==> config.mk <==
export PLATFORM = sky130hd
export DESIGN_NAME = instr_enc
export DESIGN_NICKNAME = d
export VERILOG_FILES = /design/src/rtl/instr_enc_pkg.sv /design/src/rtl/instr_pack.sv /design/src/rtl/instr_enc.sv
export SDC_FILE = /design/constraint.sdc
export NUM_CORES = 1
export LEC_CHECK = 0
export ABC_AREA = 1
export BUFFER_PORTS_ARGS = -buffer_cell sky130_fd_sc_hd__buf_2
export CAP_MARGIN = 5
export CORE_MARGIN = 8
export CORE_UTILIZATION = 45
export DETAILED_ROUTE_END_ITERATION = 12
export HOLD_SLACK_MARGIN = 0.05
export PLACE_DENSITY = 0.74
export REMOVE_ABC_BUFFERS = 1
export SYNTH_ARGS = -nofsm -noshare
export SYNTH_HDL_FRONTEND = slang
export SYNTH_SLANG_ARGS = --single-unit
==> constraint.sdc <==
create_clock -name clk -period 2.45 [get_ports clk]
set_input_delay 0.3675 -clock clk [delete_from_list [all_inputs] [get_ports clk]]
set_output_delay 0.3675 -clock clk [all_outputs]
set_load 0.05 [all_outputs]
==> src/rtl/instr_enc_pkg.sv <==
// -----------------------------------------------------------------------------
// instr_enc_pkg
// Shared types and constants for the Thumb-subset instruction encoder:
//   enc_op_t     - symbolic mnemonic carried on req_op
//   NOP_WORD     - canonical 16-bit NOP written for pads and rejected requests
//   COND_*       - B.cond condition codes the decoder supports
//   enc_state_t  - loader FSM state
//   cond_supported() - legality test for a B.cond condition field
// -----------------------------------------------------------------------------
package instr_enc_pkg;

    typedef enum logic [4:0] {
        ADD_R  = 5'd0,
        SUB_R  = 5'd1,
        ADD_I3 = 5'd2,
        SUB_I3 = 5'd3,
        MOV_I  = 5'd4,
        AND    = 5'd5,
        EOR    = 5'd6,
        LSL    = 5'd7,
        LSR    = 5'd8,
        ASR    = 5'd9,
        ROR    = 5'd10,
        CMP    = 5'd11,
        ORR    = 5'd12,
        MVN    = 5'd13,
        MOV_R  = 5'd14,
        BX     = 5'd15,
        LDR    = 5'd16,
        STR    = 5'd17,
        ADD_SP = 5'd18,
        SUB_SP = 5'd19,
        BCOND  = 5'd20,
        B      = 5'd21,
        NOP    = 5'd22
    } enc_op_t;

    localparam logic [15:0] NOP_WORD = 16'hBF00;

    localparam logic [3:0] COND_EQ = 4'h0;
    localparam logic [3:0] COND_NE = 4'h1;
    localparam logic [3:0] COND_GE = 4'hA;
    localparam logic [3:0] COND_LT = 4'hB;
    localparam logic [3:0] COND_GT = 4'hC;
    localparam logic [3:0] COND_LE = 4'hD;

    typedef enum logic [1:0] {
        ST_IDLE = 2'd0,
        ST_RUN  = 2'd1,
        ST_PAD  = 2'd2,
        ST_DONE = 2'd3
    } enc_state_t;

    // The downstream decoder only implements the flag tests listed above.
    function automatic logic cond_supported(input logic [3:0] c);
        return (c == COND_EQ) || (c == COND_NE) || (c == COND_GE) ||
               (c == COND_LT) || (c == COND_GT) || (c == COND_LE);
    endfunction

endpackage

==> src/rtl/instr_pack.sv <==
// -----------------------------------------------------------------------------
// instr_pack
// Combinational packer: turns one symbolic request into its 16-bit encoding.
// Out-of-range immediates, unsupported conditions and undefined opcodes yield
// NOP_WORD with o_illegal raised so the loader can keep addressing dense.
// Ports:
//   i_op          5   enc_op_t mnemonic
//   i_rd/rn/rm    3   register fields (rn also carries the CMP operand)
//   i_imm         16  immediate; two's-complement offset for branches
//   i_cond        4   B.cond condition
//   o_word        16  packed instruction word
//   o_illegal     1   request could not be encoded
// -----------------------------------------------------------------------------
module instr_pack
    import instr_enc_pkg::*;
(
    input  logic [4:0]  i_op,
    input  logic [2:0]  i_rd,
    input  logic [2:0]  i_rn,
    input  logic [2:0]  i_rm,
    input  logic [15:0] i_imm,
    input  logic [3:0]  i_cond,
    output logic [15:0] o_word,
    output logic        o_illegal
);

    enc_op_t            w_op;
    logic signed [15:0] w_simm;
    logic               w_imm3_ok;
    logic               w_imm5_ok;
    logic               w_imm7_ok;
    logic               w_imm8_ok;
    logic               w_bcond_ok;
    logic               w_b_ok;

    assign w_op   = enc_op_t'(i_op);
    assign w_simm = $signed(i_imm);

    assign w_imm3_ok  = (i_imm <= 16'd7);
    assign w_imm5_ok  = (i_imm <= 16'd31);
    assign w_imm7_ok  = (i_imm <= 16'd127);
    assign w_imm8_ok  = (i_imm <= 16'd255);
    // Branch offsets are signed: the field keeps only the low bits, so the
    // full 16-bit value must sign-extend from the field width.
    assign w_bcond_ok = (w_simm >= -16'sd128)  && (w_simm <= 16'sd127) &&
                        cond_supported(i_cond);
    assign w_b_ok     = (w_simm >= -16'sd1024) && (w_simm <= 16'sd1023);

    always_comb begin
        o_word    = NOP_WORD;
        o_illegal = 1'b0;
        case (w_op)
            ADD_R:  o_word = {7'b0001100, i_rm, i_rn, i_rd};
            SUB_R:  o_word = {7'b0001101, i_rm, i_rn, i_rd};
            ADD_I3: begin
                if (w_imm3_ok) o_word = {7'b0001110, i_imm[2:0], i_rn, i_rd};
                else           o_illegal = 1'b1;
            end
            SUB_I3: begin
                if (w_imm3_ok) o_word = {7'b0001111, i_imm[2:0], i_rn, i_rd};
                else           o_illegal = 1'b1;
            end
            MOV_I: begin
                if (w_imm8_ok) o_word = {5'b00100, i_rd, i_imm[7:0]};
                else           o_illegal = 1'b1;
            end
            AND:    o_word = {6'b010000, 4'b0000, i_rm, i_rd};
            EOR:    o_word = {6'b010000, 4'b0001, i_rm, i_rd};
            LSL:    o_word = {6'b010000, 4'b0010, i_rm, i_rd};
            LSR:    o_word = {6'b010000, 4'b0011, i_rm, i_rd};
            ASR:    o_word = {6'b010000, 4'b0100, i_rm, i_rd};
            ROR:    o_word = {6'b010000, 4'b0111, i_rm, i_rd};
            // CMP has no destination; the low field holds the compared Rn.
            CMP:    o_word = {6'b010000, 4'b1010, i_rm, i_rn};
            ORR:    o_word = {6'b010000, 4'b1100, i_rm, i_rd};
            MVN:    o_word = {6'b010000, 4'b1111, i_rm, i_rd};
            MOV_R:  o_word = {8'b01000110, 2'b00, i_rm, i_rd};
            BX:     o_word = {9'b010001110, 1'b0, i_rm, 3'b000};
            LDR: begin
                if (w_imm5_ok) o_word = {5'b01101, i_imm[4:0], i_rn, i_rd};
                else           o_illegal = 1'b1;
            end
            STR: begin
                if (w_imm5_ok) o_word = {5'b01100, i_imm[4:0], i_rn, i_rd};
                else           o_illegal = 1'b1;
            end
            ADD_SP: begin
                if (w_imm7_ok) o_word = {9'b101100000, i_imm[6:0]};
                else           o_illegal = 1'b1;
            end
            SUB_SP: begin
                if (w_imm7_ok) o_word = {9'b101100001, i_imm[6:0]};
                else           o_illegal = 1'b1;
            end
            BCOND: begin
                if (w_bcond_ok) o_word = {4'b1101, i_cond, i_imm[7:0]};
                else            o_illegal = 1'b1;
            end
            B: begin
                if (w_b_ok) o_word = {5'b11100, i_imm[10:0]};
                else        o_illegal = 1'b1;
            end
            NOP:    o_word = NOP_WORD;
            default: o_illegal = 1'b1;
        endcase
    end

endmodule

==> src/rtl/instr_enc.sv <==
// -----------------------------------------------------------------------------
// instr_enc
// Sequential instruction encoder / program loader. Accepts symbolic requests
// over valid/ready, packs each one and writes it to consecutive instruction
// memory addresses, then appends PAD_NOPS NOPs and pulses done.
// Parameters:
//   DEPTH     instruction-memory words (AW = $clog2(DEPTH))
//   PAD_NOPS  NOPs appended after the last request (0 allowed)
// Ports:
//   clk, rst_n             clock, asynchronous active-low reset
//   start                  begin a new program at address 0, clear errors
//   req_valid/req_ready    request handshake (ready depends on state/addr only)
//   req_op/rd/rn/rm/imm/cond/last   request fields
//   imem_we/addr/wdata     registered memory write port
//   busy                   FSM not idle
//   done                   one-cycle pulse the cycle after the final write
//   err_imm, err_full      sticky error flags
//   word_count             words written since start
// -----------------------------------------------------------------------------
module instr_enc
    import instr_enc_pkg::*;
#(
    parameter int DEPTH    = 256,
    parameter int PAD_NOPS = 4
) (
    input  logic                       clk,
    input  logic                       rst_n,
    input  logic                       start,
    input  logic                       req_valid,
    output logic                       req_ready,
    input  logic [4:0]                 req_op,
    input  logic [2:0]                 req_rd,
    input  logic [2:0]                 req_rn,
    input  logic [2:0]                 req_rm,
    input  logic [15:0]                req_imm,
    input  logic [3:0]                 req_cond,
    input  logic                       req_last,
    output logic                       imem_we,
    output logic [$clog2(DEPTH)-1:0]   imem_addr,
    output logic [15:0]                imem_wdata,
    output logic                       busy,
    output logic                       done,
    output logic                       err_imm,
    output logic                       err_full,
    output logic [$clog2(DEPTH):0]     word_count
);

    localparam int AW  = $clog2(DEPTH);
    localparam int PCW = $clog2(PAD_NOPS + 2);
    localparam logic [AW:0]    L_DEPTH = (AW+1)'(DEPTH);
    localparam logic [PCW-1:0] L_PAD   = PCW'(PAD_NOPS);

    enc_state_t     r_state;
    enc_state_t     w_state_nxt;
    logic [AW:0]    r_addr;
    logic [PCW-1:0] r_pad_cnt;
    logic           r_err_imm;
    logic           r_err_full;
    logic           r_vld_p1;
    logic [AW-1:0]  r_waddr_p1;
    logic [15:0]    r_wdata_p1;

    logic           w_room;
    logic           w_accept;
    logic           w_pad_issue;
    logic           w_set_full;
    logic [15:0]    w_pack_word;
    logic           w_pack_illegal;

    instr_pack u_pack (
        .i_op      (req_op),
        .i_rd      (req_rd),
        .i_rn      (req_rn),
        .i_rm      (req_rm),
        .i_imm     (req_imm),
        .i_cond    (req_cond),
        .o_word    (w_pack_word),
        .o_illegal (w_pack_illegal)
    );

    // r_addr is the next address to write and doubles as the word counter.
    assign w_room    = (r_addr < L_DEPTH);
    assign req_ready = (r_state == ST_RUN) && w_room;
    assign w_accept  = req_valid && req_ready;

    always_comb begin
        w_state_nxt = r_state;
        w_pad_issue = 1'b0;
        w_set_full  = 1'b0;
        case (r_state)
            ST_IDLE: ;
            ST_RUN: begin
                if (w_accept) begin
                    if (req_last) w_state_nxt = (PAD_NOPS > 0) ? ST_PAD : ST_DONE;
                end else if (!w_room) begin
                    w_set_full  = 1'b1;
                    w_state_nxt = ST_DONE;
                end
            end
            ST_PAD: begin
                if (!w_room) begin
                    w_set_full  = 1'b1;
                    w_state_nxt = ST_DONE;
                end else begin
                    w_pad_issue = 1'b1;
                    if ((r_pad_cnt + PCW'(1)) == L_PAD) w_state_nxt = ST_DONE;
                end
            end
            ST_DONE: begin
                // Hold until the final write has left the output register so
                // that done lands on the cycle after it.
                if (!r_vld_p1) w_state_nxt = ST_IDLE;
            end
            default: w_state_nxt = ST_IDLE;
        endcase
        if (start) w_state_nxt = ST_RUN;
    end

    // Stage p0 -> p1: packed word captured into the memory write register
    always_ff @(posedge clk or negedge rst_n) begin
        if (!rst_n) begin
            r_state    <= ST_IDLE;
            r_addr     <= '0;
            r_pad_cnt  <= '0;
            r_err_imm  <= 1'b0;
            r_err_full <= 1'b0;
            r_vld_p1   <= 1'b0;
            r_waddr_p1 <= '0;
            r_wdata_p1 <= NOP_WORD;
        end else begin
            r_state <= w_state_nxt;
            if (start) begin
                r_addr     <= '0;
                r_pad_cnt  <= '0;
                r_err_imm  <= 1'b0;
                r_err_full <= 1'b0;
                r_vld_p1   <= 1'b0;
            end else begin
                r_vld_p1 <= w_accept || w_pad_issue;
                if (w_accept || w_pad_issue) begin
                    r_waddr_p1 <= r_addr[AW-1:0];
                    r_wdata_p1 <= w_accept ? w_pack_word : NOP_WORD;
                    r_addr     <= r_addr + (AW+1)'(1);
                end
                if (w_pad_issue)                r_pad_cnt  <= r_pad_cnt + PCW'(1);
                if (w_accept && w_pack_illegal) r_err_imm  <= 1'b1;
                if (w_set_full)                 r_err_full <= 1'b1;
            end
        end
    end

    assign imem_we    = r_vld_p1;
    assign imem_addr  = r_waddr_p1;
    assign imem_wdata = r_wdata_p1;
    assign busy       = (r_state != ST_IDLE);
    assign done       = (r_state == ST_DONE) && !r_vld_p1;
    assign err_imm    = r_err_imm;
    assign err_full   = r_err_full;
    assign word_count = r_addr;

endmodule

==> results of run 1 <==
## registers in the layout, indices dropped and copies added, names as in the netlist
name,flops
imem_addr,8
err_imm,1
word_count,9
r_state,2
imem_we,1
imem_wdata,16
err_full,1
r_pad_cnt,3
## kinds of logic after synthesis
logic type	count (synthesis)	share of synthesized area, %
AOI/OAI and AO/OA	48	9.838
and+or+nand+nor	272	43.23
DFF	41	35.22
buffers and inverters	56	7.836
adders and majority gates	7	2.981
xor gates and xnor gates	3	0.8945
## per-layer routing
metal / up-vias / GRT usage [%]
li1: 1546 / -
met1: 1393 / 21.86
met2: 132 / 28.80
met3: 23 / 4.410
met4: 0 / 6.982
met5: - / 0
## power by group through the flow
stage | clock network [uW] | logic [uW] | registers [uW]
after global placement | 0 | 1180 | 935
final | 464 | 1180 | 930
after floorplan | 0 | 459 | 1340
after CTS | 478 | 1190 | 929
after detailed placement | 0 | 1190 | 941
after global routing | 501 | 1280 | 944
## final cells by class
cell class | count | area (sq um)
Fill cell | 629 | 2867
Multi-Input combinational cell | 330 | 1673
Sequential cell | 41 | 1035
Timing Repair Buffer | 78 | 392.9
Inverter | 50 | 190.2
Tap cell | 77 | 96.34
Clock buffer | 6 | 82.58
Clock inverter | 2 | 13.76
## path summary, 6_finish.rpt
check	start	endpoint	slack [ns]
setup reg to reg	r_state[1]$_DFFE_PN0P_	word_count[5]$_DFFE_PN0P_	0.31
min in group clk	start	err_full$_DFFE_PN0P_	0.36
hold reg to reg	imem_wdata[4]$_DFFE_PN0P_	imem_wdata[4]$_DFFE_PN0P_	0.48
max in group asynchronous	rst_n	word_count[2]$_DFFE_PN0P_	1.71
hold / removal	rst_n	r_pad_cnt[2]$_DFFE_PN0P_	0.19
setup / recovery	r_state[1]$_DFFE_PN0P_	word_count[5]$_DFFE_PN0P_	0.31
## through the flow
step	hold WS, ns	total power (uW)	setup TNS (ns)
floorplan	0.07191	1801	-1.054
global placement	0.4618	2117	0
detailed placement	0.4647	2132	0
CTS	0.2208	2599	0
global route	0.2589	2724	0
finish	0.1879	2579	0
## cells in the final DEF (no fill, tap or decap), drive strengths merged
cell / count
o2111ai: 1
o211ai: 2
xor2: 2
o21bai: 1
buf: 78
dfrtp: 34
a31oi: 3
or2: 1
clkbuf: 6
dfstp: 7
clkinv: 2
o2111a: 1
nor3: 13
xnor2: 1
o21a: 1
o22ai: 5
nand3b: 2
o21ai: 19
a21oi: 13
nand4: 11
nand2: 137
inv: 50
o32ai: 1
nor3b: 1
o31ai: 1
ha: 7
nand3: 45
nor2: 62
==> flow_summary.html, run 1 <==
<table>
<tr><th>Metric</th><th>Value</th></tr>
<tr><th colspan="2">Detailed routing</th></tr>
<tr><td>Met3 WL post-DR</td><td>564 um</td></tr>
<tr><td>Wirelength, routed</td><td>roughly 8400 um</td></tr>
<tr><td>Highest metal layer used by the detailed router</td><td>met4</td></tr>
<tr><td>Starting DRC count in detailed routing</td><td>around 130</td></tr>
<tr><td>Metal2 WL</td><td>~3800 um</td></tr>
<tr><td>Wire length per cell</td><td>between 10 and 15 um</td></tr>
<tr><td>Drt first pass iters</td><td>4</td></tr>
<tr><td>Routed length on met1</td><td>approximately 3800 um</td></tr>
<tr><td>Drt via density</td><td>~5.3</td></tr>
<tr><td>DRC</td><td>0</td></tr>
<tr><td>Number of antenna-violating nets in the routed design</td><td>0</td></tr>
<tr><td>Via count</td><td>~3.1k</td></tr>
<tr><th colspan="2">Worst setup path</th></tr>
<tr><td>Launching element type of the critical path</td><td>register</td></tr>
<tr><td>Kind of cell adding the most delay to the critical path</td><td>simple AND/OR/NAND/NOR gates</td></tr>
<tr><td>List of cells traversed by the critical path</td><td>inv_1 -&gt; ha_1 -&gt; inv_1 -&gt; nor2_1 -&gt; nand2_1 -&gt; nand2_1 -&gt; inv_1 -&gt; nor2_4 -&gt; inv_2 -&gt; o32ai_1</td></tr>
<tr><td>Count of cells along the worst register-to-register path</td><td>10</td></tr>
<tr><td>Crit path capture type</td><td>register</td></tr>
<tr><td>Largest fanout on the critical path</td><td>26</td></tr>
<tr><td>Endpoint required time on the critical path</td><td>2.64 ns</td></tr>
<tr><td>Cell with the most instances on the worst path</td><td>sky130_fd_sc_hd__inv_1</td></tr>
<tr><td>WP buf/inv</td><td>4</td></tr>
<tr><td>Logic depth of the worst path, buffers included</td><td>10</td></tr>
<tr><td>WS Path Type</td><td>register to register</td></tr>
<tr><td>Arrival time worst endpoint</td><td>2.34 ns</td></tr>
<tr><td>Peak per-stage delay on the critical path</td><td>~0.43 ns</td></tr>
<tr><td>Critical path's slowest cell</td><td>sky130_fd_sc_hd__dfrtp_1</td></tr>
<tr><th colspan="2">Power and ir drop</th></tr>
<tr><td>Share of total power in combinational logic</td><td>45.9%</td></tr>
<tr><td>Total power divided by cell area</td><td>approximately 740 nW/um^2</td></tr>
<tr><td>Proportion of power drawn by the clock network</td><td>about 18%</td></tr>
<tr><td>Net switching power figure</td><td>~1200 uW</td></tr>
<tr><td>Switching Fraction</td><td>a little under half</td></tr>
<tr><td>Leakage power of the design</td><td>around 0.0018 uW</td></tr>
<tr><td>Sequential Power Share</td><td>~36%</td></tr>
<tr><td>Cell internal pwr</td><td>between 1000 and 1500 uW</td></tr>
<tr><td>Worst VDD drop</td><td>0.6596 mV</td></tr>
<tr><th colspan="2">GRT</th></tr>
<tr><td>Vias in the first global route</td><td>between 3k and 4k</td></tr>
<tr><td>Initial antenna violation count</td><td>0</td></tr>
<tr><td>Total grt overflow</td><td>0</td></tr>
<tr><td>Global-route wire length before repair</td><td>between 10000 and 15000 um</td></tr>
<tr><td>Overall track demand over capacity in global routing</td><td>around 18%</td></tr>
<tr><td>Largest net degree at the start of global routing</td><td>42</td></tr>
<tr><th colspan="2">Clock network</th></tr>
<tr><td>Clock-pin slew on the worst setup and hold paths</td><td>around 0.08 ns</td></tr>
<tr><td>Clock tree from TritonCTS</td><td>yes</td></tr>
<tr><td>Longest Clk Path Bufs</td><td>2</td></tr>
<tr><td>Root buffer cell</td><td>sky130_fd_sc_hd__clkbuf_8</td></tr>
<tr><td>CTS HTree Levels</td><td>2</td></tr>
<tr><td>TritonCTS buffer count</td><td>5</td></tr>
<tr><td>Clock sink count</td><td>approximately 40</td></tr>
<tr><td>Worst skew pair latency</td><td>about 0.29 ns</td></tr>
<tr><td>Gates resized, CTS repair</td><td>0</td></tr>
<tr><td>Post-CTS Setup Inserts</td><td>0</td></tr>
<tr><td>Quantity of hold-fixing buffers added after cts</td><td>0</td></tr>
<tr><th colspan="2">Cells and area</th></tr>
<tr><td>Fraction of layout instances using a drive strength above 1</td><td>~26%</td></tr>
<tr><td>Count of placed standard cells in the final layout, fillers left out</td><td>between 500 and 600</td></tr>
<tr><td>Post-Layout Inst Area</td><td>3483 sq um</td></tr>
<tr><td>Growth of design area from synthesis to finish</td><td>18.57%</td></tr>
<tr><td>Count of nets after finishing</td><td>approximately 550</td></tr>
<tr><td>Util after Layout</td><td>~55%</td></tr>
<tr><td>Number of diodes</td><td>0</td></tr>
<tr><th colspan="2">Die</th></tr>
<tr><td>Die height</td><td>~97 um</td></tr>
<tr><td>Top-Level Pins</td><td>roughly 80</td></tr>
<tr><td>Die width</td><td>96.80 um</td></tr>
<tr><td>Total die area</td><td>about 9400 sq um</td></tr>
<tr><td>Total core area</td><td>~6300 sq um</td></tr>
<tr><td>Count of standard-cell rows</td><td>29</td></tr>
<tr><td>Starting density of the core</td><td>a little under half</td></tr>
<tr><th colspan="2">Placed design</th></tr>
<tr><td>Final RePlAce weighted congestion</td><td>about 0.96</td></tr>
<tr><td>Worst slack, placed</td><td>approximately 0.34 ns</td></tr>
<tr><td>Placed wire-length estimate</td><td>around 6900 um</td></tr>
<tr><td>Placed cell count</td><td>576</td></tr>
<tr><td>Placement Cell Area</td><td>about 3400 sq um</td></tr>
<tr><td>Quantity of I/O buffers inserted on ports</td><td>between 70 and 80</td></tr>
<tr><th colspan="2">Synthesis</th></tr>
<tr><td>Synth Register Bits</td><td>around 40</td></tr>
<tr><td>Count of flip-flops with a built-in enable after synthesis</td><td>0</td></tr>
<tr><td>Mapped Cells</td><td>about 430</td></tr>
<tr><td>Synth top area cells</td><td>sky130_fd_sc_hd__dfrtp_1 (29%), sky130_fd_sc_hd__nand2_1 (17%), sky130_fd_sc_hd__nand3_1 (6.5%)</td></tr>
<tr><td>Unique masters post-synth</td><td>40</td></tr>
<tr><td>Share of flip-flops with an asynchronous set or reset after synthesis</td><td>100.0%</td></tr>
<tr><td>Post-Synthesis Mean Instance Area</td><td>6.880 sq um</td></tr>
<tr><td>Top post-synthesis cells by count</td><td>sky130_fd_sc_hd__nand2_1 (131), sky130_fd_sc_hd__nor2_1 (49), sky130_fd_sc_hd__inv_1 (43), sky130_fd_sc_hd__nand3_1 (38), sky130_fd_sc_hd__dfrtp_1 (34)</td></tr>
<tr><td>Leading area contributor after synthesis</td><td>sky130_fd_sc_hd__dfrtp_1</td></tr>
<tr><td>Seq/Total Area, Yosys</td><td>approximately a third</td></tr>
<tr><td>Top_reg_cell synth</td><td>sky130_fd_sc_hd__dfrtp_1</td></tr>
<tr><td>Area share of the largest cell type after synthesis</td><td>28.96%</td></tr>
<tr><td>Syn Std Cell Area</td><td>approximately 2900 sq um</td></tr>
<tr><td>Count of warnings emitted by yosys</td><td>0</td></tr>
<tr><td>Count leader, synth</td><td>sky130_fd_sc_hd__nand2_1</td></tr>
<tr><th colspan="2">Timing</th></tr>
<tr><td>Endpoints failing hold</td><td>0</td></tr>
<tr><td>Crit path time final</td><td>2.142 ns</td></tr>
<tr><td>Max frequency</td><td>around 0.47 GHz</td></tr>
<tr><td>Worst Max-Slew Pin Slew</td><td>0.8819 ns</td></tr>
<tr><td>Max-slew violation count</td><td>0</td></tr>
<tr><td>Setup violation total in the final timing report</td><td>0</td></tr>
<tr><td>RSZ-0062 raised after global routing</td><td>no</td></tr>
<tr><td>Fin crit share</td><td>87.44%</td></tr>
<tr><td>Post-layout worst setup margin</td><td>between 0.3 and 0.4 ns</td></tr>
<tr><td>Relative max-transition margin</td><td>a little over 40%</td></tr>
<tr><td>Fin Clk Skew</td><td>0.008022 ns</td></tr>
<tr><th colspan="2">Run</th></tr>
<tr><td>Maximum capacitance violations</td><td>0</td></tr>
<tr><th colspan="2">Status</th></tr>
<tr><td>Run status</td><td>finished clean</td></tr>
<tr><th colspan="2">Worst hold path</th></tr>
<tr><td>Worst hold-check path type</td><td>input pin to asynchronous set/reset pin</td></tr>
</table>
Power figures use the tool's default switching activity.
==> run 2, diff against run 1 <==
PLACE_DENSITY = 0.73   (was 0.74)
SYNTH_HIERARCHICAL = 1   (was default)
==> flow_summary.html, run 2 <==
<table>
<tr><th>Metric</th><th>Value</th></tr>
<tr><th colspan="2">Clock network</th></tr>
<tr><td>Longest Clk Path Bufs</td><td>2</td></tr>
<tr><td>Worst skew pair latency</td><td>~0.30 ns</td></tr>
<tr><td>Clock-pin slew on the worst setup and hold paths</td><td>about 0.080 ns</td></tr>
<tr><td>Gates resized, CTS repair</td><td>0</td></tr>
<tr><td>Quantity of hold-fixing buffers added after cts</td><td>0</td></tr>
<tr><td>Root buffer cell</td><td>sky130_fd_sc_hd__clkbuf_8</td></tr>
<tr><td>Post-CTS Setup Inserts</td><td>0</td></tr>
<tr><td>CTS HTree Levels</td><td>2</td></tr>
<tr><td>TritonCTS buffer count</td><td>5</td></tr>
<tr><td>Clock sink count</td><td>between 40 and 50</td></tr>
<tr><td>Clock tree from TritonCTS</td><td>yes</td></tr>
<tr><th colspan="2">GRT</th></tr>
<tr><td>Total grt overflow</td><td>0</td></tr>
<tr><td>Overall track demand over capacity in global routing</td><td>19.18%</td></tr>
<tr><td>Initial antenna violation count</td><td>0</td></tr>
<tr><td>Global-route wire length before repair</td><td>16190 um</td></tr>
<tr><td>Largest net degree at the start of global routing</td><td>42</td></tr>
<tr><td>Vias in the first global route</td><td>between 3k and 4k</td></tr>
<tr><th colspan="2">Power and ir drop</th></tr>
<tr><td>Proportion of power drawn by the clock network</td><td>14.6%</td></tr>
<tr><td>Leakage power of the design</td><td>approximately 0.0022 uW</td></tr>
<tr><td>Sequential Power Share</td><td>33.3%</td></tr>
<tr><td>Share of total power in combinational logic</td><td>roughly 52%</td></tr>
<tr><td>Total power divided by cell area</td><td>between 700 and 800 nW/um^2</td></tr>
<tr><td>Cell internal pwr</td><td>roughly 1500 uW</td></tr>
<tr><td>Net switching power figure</td><td>1552 uW</td></tr>
<tr><td>Switching Fraction</td><td>between 50% and 60%</td></tr>
<tr><td>Worst VDD drop</td><td>~0.61 mV</td></tr>
<tr><th colspan="2">Cells and area</th></tr>
<tr><td>Most frequent cells in the layout</td><td>sky130_fd_sc_hd__nand2_1 (148), sky130_fd_sc_hd__buf_2 (77), sky130_fd_sc_hd__nor2_1 (65)</td></tr>
<tr><td>Layout fillers</td><td>797</td></tr>
<tr><td>Number of flip-flops in the largest register</td><td>16</td></tr>
<tr><td>Post-Layout Inst Area</td><td>3866 sq um</td></tr>
<tr><td>Fraction of layout instances using a drive strength above 1</td><td>25.73%</td></tr>
<tr><td>Count of nets after finishing</td><td>around 620</td></tr>
<tr><td>Most common library cell in the layout ignoring fill and taps</td><td>sky130_fd_sc_hd__nand2_1</td></tr>
<tr><td>Growth of design area from synthesis to finish</td><td>15.13%</td></tr>
<tr><td>Number of diodes</td><td>0</td></tr>
<tr><td>Count of placed standard cells in the final layout, fillers left out</td><td>~680</td></tr>
<tr><th colspan="2">Synthesis</th></tr>
<tr><td>Leading area contributor after synthesis</td><td>sky130_fd_sc_hd__dfrtp_1</td></tr>
<tr><td>Unique masters post-synth</td><td>41</td></tr>
<tr><td>Share of flip-flops with an asynchronous set or reset after synthesis</td><td>between 90% and 100%</td></tr>
<tr><td>Top_reg_cell synth</td><td>sky130_fd_sc_hd__dfrtp_1</td></tr>
<tr><td>Post-Synthesis Mean Instance Area</td><td>about 6.6 sq um</td></tr>
<tr><td>Count of warnings emitted by yosys</td><td>6</td></tr>
<tr><td>Synth Register Bits</td><td>between 40 and 50</td></tr>
<tr><td>Top post-synthesis cells by count</td><td>sky130_fd_sc_hd__nand2_1 (148), sky130_fd_sc_hd__nor2_1 (65), sky130_fd_sc_hd__nand3_1 (54), sky130_fd_sc_hd__inv_1 (46), sky130_fd_sc_hd__dfrtp_1 (34)</td></tr>
<tr><td>Mapped Cells</td><td>~510</td></tr>
<tr><td>Syn Std Cell Area</td><td>about 3400 sq um</td></tr>
<tr><td>Synth top area cells</td><td>sky130_fd_sc_hd__dfrtp_1 (25%), sky130_fd_sc_hd__nand2_1 (17%), sky130_fd_sc_hd__nand3_1 (8.0%)</td></tr>
<tr><td>Count leader, synth</td><td>sky130_fd_sc_hd__nand2_1</td></tr>
<tr><td>Seq/Total Area, Yosys</td><td>around 31%</td></tr>
<tr><td>Count of flip-flops with a built-in enable after synthesis</td><td>0</td></tr>
<tr><td>Area share of the largest cell type after synthesis</td><td>around a quarter</td></tr>
<tr><th colspan="2">Worst setup path</th></tr>
<tr><td>WS Path Type</td><td>register to primary output</td></tr>
<tr><td>Critical path's slowest cell</td><td>sky130_fd_sc_hd__dfrtp_1</td></tr>
<tr><td>Endpoint required time on the critical path</td><td>~2.1 ns</td></tr>
<tr><td>Launching element type of the critical path</td><td>register</td></tr>
<tr><td>Crit path capture type</td><td>primary output</td></tr>
<tr><td>Cell with the most instances on the worst path</td><td>sky130_fd_sc_hd__inv_1</td></tr>
<tr><td>List of cells traversed by the critical path</td><td>inv_1 -&gt; ha_1 -&gt; inv_1 -&gt; nor2_1 -&gt; buf_2</td></tr>
<tr><td>Largest fanout on the critical path</td><td>5</td></tr>
<tr><td>Peak per-stage delay on the critical path</td><td>between 0.4 and 0.5 ns</td></tr>
<tr><td>Arrival time worst endpoint</td><td>around 1.6 ns</td></tr>
<tr><th colspan="2">Timing</th></tr>
<tr><td>RSZ-0062 raised after global routing</td><td>no</td></tr>
<tr><td>Fin Clk Skew</td><td>a little under 0.008 ns</td></tr>
<tr><td>Endpoints failing hold</td><td>0</td></tr>
<tr><td>Worst Max-Slew Pin Slew</td><td>0.9102 ns</td></tr>
<tr><td>Crit path time final</td><td>~1.9 ns</td></tr>
<tr><td>Fin crit share</td><td>about 80%</td></tr>
<tr><td>Max-slew violation count</td><td>0</td></tr>
<tr><td>Setup violation total in the final timing report</td><td>0</td></tr>
<tr><td>Post-layout worst setup margin</td><td>0.5031 ns</td></tr>
<tr><td>Max frequency</td><td>between 0.5 and 0.6 GHz</td></tr>
<tr><td>Relative max-transition margin</td><td>between 30% and 40%</td></tr>
<tr><td>Setup tns final</td><td>0 ns</td></tr>
<tr><th colspan="2">Placed design</th></tr>
<tr><td>Placed wire-length estimate</td><td>7719 um</td></tr>
<tr><td>Quantity of I/O buffers inserted on ports</td><td>between 70 and 80</td></tr>
<tr><td>Final RePlAce weighted congestion</td><td>around 0.94</td></tr>
<tr><td>Placed cell count</td><td>670</td></tr>
<tr><td>Placement Cell Area</td><td>3780 sq um</td></tr>
<tr><td>Worst slack, placed</td><td>around 0.33 ns</td></tr>
<tr><th colspan="2">Die</th></tr>
<tr><td>Count of standard-cell rows</td><td>31</td></tr>
<tr><td>Die height</td><td>102.4 um</td></tr>
<tr><td>Total core area</td><td>7253 sq um</td></tr>
<tr><td>Top-Level Pins</td><td>approximately 80</td></tr>
<tr><td>Starting density of the core</td><td>between 40% and 50%</td></tr>
<tr><td>Die width</td><td>roughly 100 um</td></tr>
<tr><td>Total die area</td><td>approximately 10000 sq um</td></tr>
<tr><th colspan="2">Detailed routing</th></tr>
<tr><td>Drt first pass iters</td><td>5</td></tr>
<tr><td>Number of antenna-violating nets in the routed design</td><td>0</td></tr>
<tr><td>Wire length per cell</td><td>between 10 and 15 um</td></tr>
<tr><td>Wirelength, routed</td><td>a little under 10000 um</td></tr>
<tr><td>Via count</td><td>about 3.6k</td></tr>
<tr><td>Drt via density</td><td>roughly 5.3</td></tr>
<tr><td>Starting DRC count in detailed routing</td><td>240</td></tr>
<tr><td>DRC</td><td>0</td></tr>
<tr><th colspan="2">Worst hold path</th></tr>
<tr><td>Worst hold-check path type</td><td>input pin to asynchronous set/reset pin</td></tr>
<tr><th colspan="2">Status</th></tr>
<tr><td>Run status</td><td>finished clean</td></tr>
<tr><th colspan="2">Run</th></tr>
<tr><td>Maximum capacitance violations</td><td>0</td></tr>
</table>
[run 2: changes by cell type in the layout (fill, tap and decap cells not counted), sizes merged, moves of 2 or more]
cell and change:
a21oi -2, nand3 +18, a22o +9, nand4 +6, inv +12, nand2 +21
o22ai -3, nor2 +23, nor3 -8, a31oi -2, o21ai +2
[run 2: per-stage QoR]
step,hold WS [ns],util [%],power [uW]
2_1_floorplan,0.07191,-,2187
3_3_place_gp,0.4586,52.11,2574
3_5_place_dp,0.4602,52.11,2598
4_1_cts,0.2232,53.30,3048
5_1_grt,0.2647,53.30,3226
6_report,0.1906,53.30,3020
[run 2: area by class of cell]
class                           count  area, sq um  share of cell area [%]
Multi-Input combinational cell    391         1998                   51.68
Inverter                           62        237.7                   6.149
Sequential cell                    41         1035                   26.76
Tap cell                           99        123.9                   3.204
Clock inverter                      3        17.52                  0.4531
Clock buffer                        5        68.82                   1.780
Timing Repair Buffer               77        385.4                   9.968
[run 2: kinds of logic after synthesis]
kind of cell | after synthesis | share of synthesized area (%)
and+or+nand+nor | 333 | 47.47
xor gates and xnor gates | 3 | 0.7826
DFF | 41 | 30.81
adders and majority gates | 7 | 2.608
buffers and inverters | 73 | 9.687
AOI/OAI and AO/OA | 48 | 8.644
[run 2: path summary, 6_finish.rpt]
| kind | start | endpoint | slack, ns | cells after the start |
|---|---|---|---|---|
| hold / removal | rst_n | r_state[1]$_DFFE_PN0P_ | 0.19 | 1 |
| setup reg to reg | r_state[1]$_DFFE_PN0P_ | imem_wdata[13]$_DFFE_PN1P_ | 0.78 | 7 |
| max in group asynchronous | rst_n | imem_wdata[1]$_DFFE_PN0P_ | 1.68 | 1 |
| hold reg to reg | imem_addr[7]$_DFFE_PN0P_ | imem_addr[7]$_DFFE_PN0P_ | 0.48 | 2 |
| min in group clk | start | err_imm$_DFFE_PN0P_ | 0.37 | 2 |
| setup / recovery | r_state[1]$_DFFE_PN0P_ | req_ready | 0.50 | 5 |
[run 2: worst max-delay path, delay by kind of cell, from the launching register on]
family,cells,cell delay (ns)
buf+inv,3,0.46
flops,1,0.44
fa+ha+maj,1,0.27
simple gates,1,0.11
[run 2: metal layers]
layer,wire (um),vias to the layer above,global-route usage [%]
met5,0,-,0
met4,75,0,3.160
met3,614,8,4.087
met2,4617,103,31.28
met1,4544,1689,25.65
li1,-,1788,-
[run 2: power by group through the flow]
stage	clock (uW)	combinational, uW	sequential (uW)
after CTS	452	1590	1010
after detailed placement	0	1580	1020
after global placement	0	1560	1020
after floorplan	0	662	1520
final	441	1570	1010
after global routing	487	1710	1030
